===== config.mk =====
export PLATFORM = sky130hd
export DESIGN_NAME = fv_rvc_qed_issue_sched
export DESIGN_NICKNAME = d
export VERILOG_FILES = /design/src/rtl/fv_rvc_qed_issue_sched.sv
export SDC_FILE = /design/constraint.sdc
export NUM_CORES = 1
export LEC_CHECK = 0
export CORE_AREA = 2 2 180 94
export DETAILED_ROUTE_END_ITERATION = 8
export DIE_AREA = 0 0 182 96
export GPL_TIMING_DRIVEN = 1
export PLACE_DENSITY_LB_ADDON = 0.12
export SYNTH_ARGS = -nofsm -noshare
export SYNTH_HDL_FRONTEND = slang
export SYNTH_SLANG_ARGS = --single-unit

===== constraint.sdc =====
create_clock -name clk -period 4 [get_ports clk]
set_input_delay 1 -clock clk [delete_from_list [all_inputs] [get_ports clk]]
set_output_delay 1 -clock clk [all_outputs]
set_load 0.05 [all_outputs]

===== src/rtl/fv_rvc_qed_issue_sched.sv =====
// QED-style RVC issue scheduler: issues N original candidates, a C.NOP separator,
// then replays the buffered originals tagged as duplicates on the core IF port.
module fv_rvc_qed_issue_sched #(
  parameter int unsigned DEPTH   = 8,
  parameter int unsigned INSTR_W = 16,
  parameter int unsigned CNT_W   = $clog2(DEPTH + 1)
) (
  input  logic               clk,
  input  logic               rst_n,
  input  logic               start,
  input  logic [CNT_W-1:0]   num_instr,
  input  logic [INSTR_W-1:0] cand_instr,
  input  logic               cand_legal,
  input  logic               cand_ctrl,
  input  logic               if_ready,
  output logic               if_valid,
  output logic [INSTR_W-1:0] if_instr,
  output logic               if_is_dup,
  output logic               busy,
  output logic               done,
  output logic [7:0]         nop_count
);

  localparam int unsigned PTR_W = $clog2(DEPTH);
  localparam logic [INSTR_W-1:0] C_NOP   = INSTR_W'(16'h0001);
  localparam logic [CNT_W-1:0]   DEPTH_C = CNT_W'(DEPTH);

  localparam logic [2:0] S_IDLE = 3'd0;
  localparam logic [2:0] S_ORIG = 3'd1;
  localparam logic [2:0] S_SEP  = 3'd2;
  localparam logic [2:0] S_DUP  = 3'd3;
  localparam logic [2:0] S_DONE = 3'd4;

  logic [2:0]         state_q, state_d;
  logic [CNT_W-1:0]   target_q, target_d;
  logic [CNT_W-1:0]   wr_q, wr_d;
  logic [CNT_W-1:0]   rd_q, rd_d;
  logic [7:0]         nop_d;
  logic               valid_d, dup_d, busy_d, done_d;
  logic [INSTR_W-1:0] instr_d;
  logic               mem_we_c;
  logic               slot_free_c;
  logic [INSTR_W-1:0] mem_q [DEPTH];

  // Original-instruction replay buffer; contents are don't-care after reset.
  always_ff @(posedge clk) begin
    if (mem_we_c) mem_q[wr_q[PTR_W-1:0]] <= cand_instr;
  end

  always_ff @(posedge clk or negedge rst_n) begin
    if (!rst_n) begin
      state_q   <= S_IDLE;
      target_q  <= '0;
      wr_q      <= '0;
      rd_q      <= '0;
      nop_count <= 8'd0;
      if_valid  <= 1'b0;
      if_instr  <= C_NOP;
      if_is_dup <= 1'b0;
      busy      <= 1'b0;
      done      <= 1'b0;
    end else begin
      state_q   <= state_d;
      target_q  <= target_d;
      wr_q      <= wr_d;
      rd_q      <= rd_d;
      nop_count <= nop_d;
      if_valid  <= valid_d;
      if_instr  <= instr_d;
      if_is_dup <= dup_d;
      busy      <= busy_d;
      done      <= done_d;
    end
  end

  // Next-state and output-register load logic; the output slot only reloads when free.
  always_comb begin
    state_d     = state_q;
    target_d    = target_q;
    wr_d        = wr_q;
    rd_d        = rd_q;
    nop_d       = nop_count;
    valid_d     = if_valid;
    instr_d     = if_instr;
    dup_d       = if_is_dup;
    mem_we_c    = 1'b0;
    slot_free_c = !if_valid || if_ready;

    case (state_q)
      S_IDLE: begin
        if (slot_free_c) valid_d = 1'b0;
        if (start) begin
          target_d = (num_instr > DEPTH_C) ? DEPTH_C : num_instr;
          wr_d     = '0;
          rd_d     = '0;
          nop_d    = 8'd0;
          state_d  = (target_d == '0) ? S_DONE : S_ORIG;
        end
      end
      S_ORIG: begin
        if (slot_free_c) begin
          valid_d = 1'b1;
          dup_d   = 1'b0;
          if (cand_legal && !cand_ctrl) begin
            instr_d  = cand_instr;
            mem_we_c = 1'b1;
            wr_d     = wr_q + CNT_W'(1);
            if (wr_d == target_q) state_d = S_SEP;
          end else begin
            instr_d = C_NOP;
            if (nop_count != 8'hff) nop_d = nop_count + 8'd1;
          end
        end
      end
      S_SEP: begin
        if (slot_free_c) begin
          valid_d = 1'b1;
          instr_d = C_NOP;
          dup_d   = 1'b0;
          state_d = S_DUP;
        end
      end
      S_DUP: begin
        if (slot_free_c) begin
          if (rd_q == target_q) begin
            valid_d = 1'b0;
            instr_d = C_NOP;
            dup_d   = 1'b0;
            state_d = S_DONE;
          end else begin
            valid_d = 1'b1;
            instr_d = mem_q[rd_q[PTR_W-1:0]];
            dup_d   = 1'b1;
            rd_d    = rd_q + CNT_W'(1);
          end
        end
      end
      S_DONE: begin
        valid_d = 1'b0;
        state_d = S_IDLE;
      end
      default: state_d = S_IDLE;
    endcase

    busy_d = (state_d != S_IDLE);
    done_d = (state_d == S_DONE);
  end

endmodule


==> flow_summary.yaml, run 1 <==
placement:
  io_buffer_count: 53
  dpl.hpwl_um: 9770
  gp_congestion: 0.864
floorplan:
  core-area_um2: 15900
  die_y_um: 96
  ios: 54
  start_util: 0.442
  row_count: 33
  die_w_um: 182
  dieArea_um2: 17500
route:
  first_iter_violations: 352
  routed_wl_um: 15300
  detail_route.vias_per_cell: 5.51
  firstDrtPassIters: 5
  drcViolationCount: 0
  wl_per_cell_um: 21.3
  routed-via-count: 3974
  antenna_left: 0
grt:
  track_usage: 0.190
  grt_pass1_vias: 3974
  grt-ovfl-total: 0
  antenna_found_initial: 0
  grt_max_degree: 44
  grt_pass1_wl_um: 23900
timing:
  fmax_mhz: 347
  grt_setup_unrepaired: "false"
  finalCritPeriodShare: 0.720
  tightest_slew_ns: 1.07
  drv_slew: 0
  skew_ns: 0.00992
  setup_viol: 0
  final_hold_viol_count: 0
  period_needed_ns: 2.88
  tns_ns: 0
  slew_headroom: 0.289
power:
  vdd_drop_max_v: 0.000386
  finalPower_mw: 5.37
  leakage_nw: 2.87
  power_density_nw_per_um2: 636
cts:
  cts_root_buf: "clkbuf_16"
  post_cts_buffers: 0
  cts.path.max_buffers: 2
  worstSkewPairLatency_ns: 0.42
  clock_sinks: 171
  cts_tree: "built"
  path_clk_slew_ns: 0.06
  ctsHoldBuffers: 0
  cts_inserted_buffers: 17
  htreeDepth: 4
  cts_resized: 0
synthesis:
  syn_avg_cell_area_um2: 16.1
  yosys_warnings: 0
  synth_fp_nets: 466
  synth.area.top_cells: "edfxtp_1, dfrtp_1, mux4_2, mux2_2, a22oi_1"
  synth_seq_area_share: 0.699
  yosys.area.top_type: "edfxtp_1"
  yosys_register_bits: 171
  syn_area_um2: 7040
  synthCells: 437
  synth_top_area_frac: 0.546
  yosysUniqueCellTypes: 43
worst_setup_path:
  start_kind: "input port"
  cp_slowest_stage_delay_ns: 0.52
  required_ns: 4.34
  cp_cell_sequence: "clkdlybuf4s50_1 > nor2b_4 > a2111o_1 > or3_1 > or4_1 > a21oi_1"
  critPathKind: "in -> reg"
  cp_slowest_cell: "clkdlybuf4s50_1"
  worst_setup_path_end_kind: "flip-flop"
  cp.arrival_ns: 3.22
  cp_max_fo: 8
  reg2reg_setup_slack_ns: 1.45
layout:
  postLayoutCoreUtil: 0.530
  final_nets: 527
  syn_to_final_growth_pct: 20.0
  drive_above_1_share: 0.200
  fillers: 1299
  diodes: 0
flow_run:
  maxCapViolations: 0
min_path:
  hp-class: "reg -> reg"
outcome:
  status: "finished clean"
## logic make-up (layout without fill, tap and decap cells)
logic type	Yosys count	after routing	synth area share
DFF	171	171	0.699
adders and majority gates	3	3	0.00533
AOI/OAI and AO/OA	62	62	0.0564
and+or+nand+nor	111	111	0.0772
muxes	49	49	0.129
xor gates and xnor gates	12	12	0.0149
buffers and inverters	29	103	0.0174
## through the flow
step	setup WS [ns]	instance area [µm²]	hold slack [ns]	std cells
after CTS	1.15	8440	0.506	721
after global placement	0.770	7860	0.484	689
after global routing	0.976	8440	0.518	721
final	1.12	8440	0.507	721
after detailed placement	0.721	7860	0.495	689
after floorplan	0.520	7040	0.465	437
## state kept, by name, indices dropped and copies added, names as in the netlist
| register | cells |
|---|---|
| wr_q | 4 |
| state_q | 3 |
| if_is_dup | 1 |
| done | 1 |
| mem_q | 128 |
| if_valid | 1 |
| nop_count | 8 |
| busy | 1 |
| rd_q | 4 |
| target_q | 4 |
| if_instr | 16 |
## layer usage
metal | GRT usage | up-vias | wire length [µm]
met5 | 0 | - | 0
met4 | 0.0511 | 0 | 67
met1 | 0.302 | 2039 | 8100
li1 | - | 1827 | -
met2 | 0.265 | 101 | 6420
met3 | 0.0393 | 7 | 740
## placed cells by master, fill, tap and decap left out, types with 5 or more instances in the layout
cell	n
and3_1	5
xnor2_1	10
nand2_1	27
mux4_2	32
buf_4	14
a21oi_1	19
mux2_2	16
nand3_1	12
clkdlybuf4s50_1	52
a22oi_1	16
o21ai_0	9
nor2_1	32
dfrtp_1	41
nor3_2	5
edfxtp_1	128
nand2b_1	7
clkbuf_16	20
## worst paths after layout
| kind | startpoint | end | cells past startpoint |
|---|---|---|---|
| setup / recovery | if_ready | nop_count[5] | 6 |
| hold / removal | rd_q[3] | rd_q[3] | 1 |
| setup reg to reg | rd_q[0] | if_instr[7] | 5 |
| hold reg to reg | rd_q[3] | rd_q[3] | 1 |
| max in group asynchronous | rst_n | rd_q[0] | 1 |
| min in group asynchronous | rst_n | nop_count[1] | 1 |
## report_power, final
| group | switching, mW | internal [mW] | total (mW) |
|---|---|---|---|
| Sequential | 0.188 | 2.11 | 2.30 |
| Combinational | 0.941 | 0.529 | 1.47 |
| Clock | 0.674 | 0.926 | 1.60 |
| Total | 1.80 | 3.56 | 5.37 |
## final cells by class
type / instances / area, µm² / share of cell area
Timing Repair Buffer: 67 / 631 / 0.0747
Tap cell: 210 / 263 / 0.0311
Inverter: 4 / 15.0 / 0.00178
Clock buffer: 24 / 526 / 0.0622
Multi-Input combinational cell: 237 / 2030 / 0.241
Clock inverter: 8 / 53.8 / 0.00637
Sequential cell: 171 / 4920 / 0.583
## worst max-delay path, delay by kind of cell
family | cells | cell delay [ns]
AND/OR/NAND/NOR | 3 | 1.04
buffers and inverters | 1 | 0.52
AO/OA/AOI/OAI | 2 | 0.65
## Yosys cell counts
library cell  instances
mux2_2               16
a32o_1                2
xnor2_1              10
o31ai_1               2
nor2b_4               1
nand3_1              12
a41oi_1               1
nor3_1                9
and3_1                5
buf_2                 5
a21o_1                1
nand2_1              27
o21ai_0               9
nor4_1                3
mux4_2               32
xor2_1                2
a31oi_1               1
o211ai_1              2
dfstp_2               1
a21oi_1              19
o22ai_1               2
dfrtp_1              42
or4_1                 3
or3_1                 2
ha_1                  3
buf_6                 1
nand3b_1              4
nor2_1               32
a22oi_1              16
edfxtp_1            128
nor3b_1               1
mux2i_1               1
clkbuf_1             19
a31o_1                1
o21ai_1               4
a2111o_1              1
and3b_1               1
inv_1                 4
o221a_2               1
nand2b_1              7
or3b_1                1
nor2b_1               1
nand4_1               2
(Power assumes the default switching activity.)
==> run 2, diff against run 1 <==
==> constraint.sdc (replaced) <==
create_clock -name clk -period 2.6 [get_ports clk]
set_input_delay 0.65 -clock clk [delete_from_list [all_inputs] [get_ports clk]]
set_output_delay 0.65 -clock clk [all_outputs]
set_load 0.05 [all_outputs]
==> flow_summary.yaml, run 2 (synthesized netlist as in run 1, its figures left out) <==
cts:
  cts_root_buf: "clkbuf_16"
  cts_tree: "built"
  worstSkewPairLatency_ns: 0.43
  path_clk_slew_ns: 0.07
  cts_resized: 0
  cts.path.max_buffers: 2
  htreeDepth: 4
  ctsHoldBuffers: 0
  cts_inserted_buffers: 17
  post_cts_buffers: 0
  clock_sinks: 171
grt:
  grt_pass1_vias: 4109
  grt_use_met1: 0.289
  grt.met3_usage: 0.0412
  grt_pass1_wl_um: 24100
  antenna_found_initial: 0
  grt_max_degree: 35
  grt-ovfl-total: 0
  track_usage: 0.191
  grt_busiest_layer: "met1"
  grtUsageMet2: 0.276
timing:
  fmax_mhz: 413
  slew_headroom: 0.500
  period_needed_ns: 2.42
  final_hold_viol_count: 0
  grt_setup_unrepaired: "false"
  drv_slew: 0
  skew_ns: 0.00829
  setup_viol: 0
  finalCritPeriodShare: 0.931
  holdWs_ns: 0.275
  setup_slack_ns: 0.178
  tightest_slew_ns: 0.751
layout:
  fillers: 1257
  syn_to_final_growth_pct: 23.4
  final-instance-count-excl-fill: 741
  drive_above_1_share: 0.237
  final_nets: 547
  final_common_cell: "edfxtp_1"
  largest_reg_flops: 128
  final_cell_mix: "edfxtp_1, clkdlybuf4s50_1, dfrtp_1"
  diodes: 0
flow_run:
  maxCapViolations: 0
placement:
  gp_congestion: 0.809
  dpl.hpwl_um: 10300
  dp_cells: 709
  place_ws_ns: -0.132
  io_buffer_count: 53
power:
  leakage_nw: 2.97
  finalPower_mw: 8.46
  vdd_drop_max_v: 0.000471
  power_density_nw_per_um2: 974
worst_setup_path:
  cp_max_fo: 2
  cp-startpoint: "if_instr[0]"
  r2r-start: "wr_q[0]"
  critPathBufInv: 1
  cp_cell_sequence: "clkdlybuf4s50_1"
  cp.arrival_ns: 1.77
  start_kind: "flip-flop"
  critPathKind: "reg -> out"
  worst_setup_path_end_kind: "output port"
  cp_slowest_stage_delay_ns: 0.81
  required_ns: 1.95
  cp_slowest_cell: "clkdlybuf4s50_1"
  crit_family: "buffers and inverters"
route:
  wl_per_cell_um: 21.2
  drcViolationCount: 0
  antenna_left: 0
  firstDrtPassIters: 5
  routed_wl_um: 15700
  first_iter_violations: 342
  routed-via-count: 4200
  detail_route.vias_per_cell: 5.67
floorplan:
  row_count: 33
  die_y_um: 96
  core-area_um2: 15900
  start_util: 0.442
  ios: 54
  die_w_um: 182
  dieArea_um2: 17500
outcome:
  status: "finished clean"
min_path:
  hp-class: "in -> async"
run 2: final timing paths:
path	end	slack (ns)	depth (start not counted)
worst max register to register	state_q[0]	0.42	5
max in group asynchronous	if_instr[0]	1.67	2
worst min-delay path	nop_count[2]	0.27	1
min in group clk	rd_q[3]	0.50	1
worst min register to register	rd_q[3]	0.50	1
worst max-delay path	if_instr[0]	0.18	1
run 2: stage by stage:
step	cell area (µm²)	utilization	TNS (ns)
floorplan	7050	-	-9.21
global placement	8100	0.508	-0.217
detailed placement	8100	0.508	-1.10
CTS	8680	0.545	0
global route	8680	0.545	0
finish	8680	0.545	0
run 2: power by group:
group	leakage [nW]	internal, mW	total (mW)	switching, mW
Clock	0.274	1.36	2.51	1.15
Combinational	1.00	0.926	2.43	1.50
Sequential	1.70	3.24	3.52	0.278
Total	2.97	5.52	8.46	2.93
run 2: area by class of cell:
class                      count  area (µm²)  share of cell area
sequential                   171        4920               0.567
multi-input combinational    237        2040               0.235
timing repair buffer          87         856              0.0986
clock buffer                  17         425              0.0490
tap                          210         263              0.0303
clock inverter                15         160              0.0184
inverter                       4        15.0             0.00173
run 2: routing by layer:
metal | wire length, µm | share of wire
met1 | 7990 | 0.51
met4 | 140 | 0.0089
met3 | 781 | 0.050
met5 | 0 | 0
met2 | 6770 | 0.43
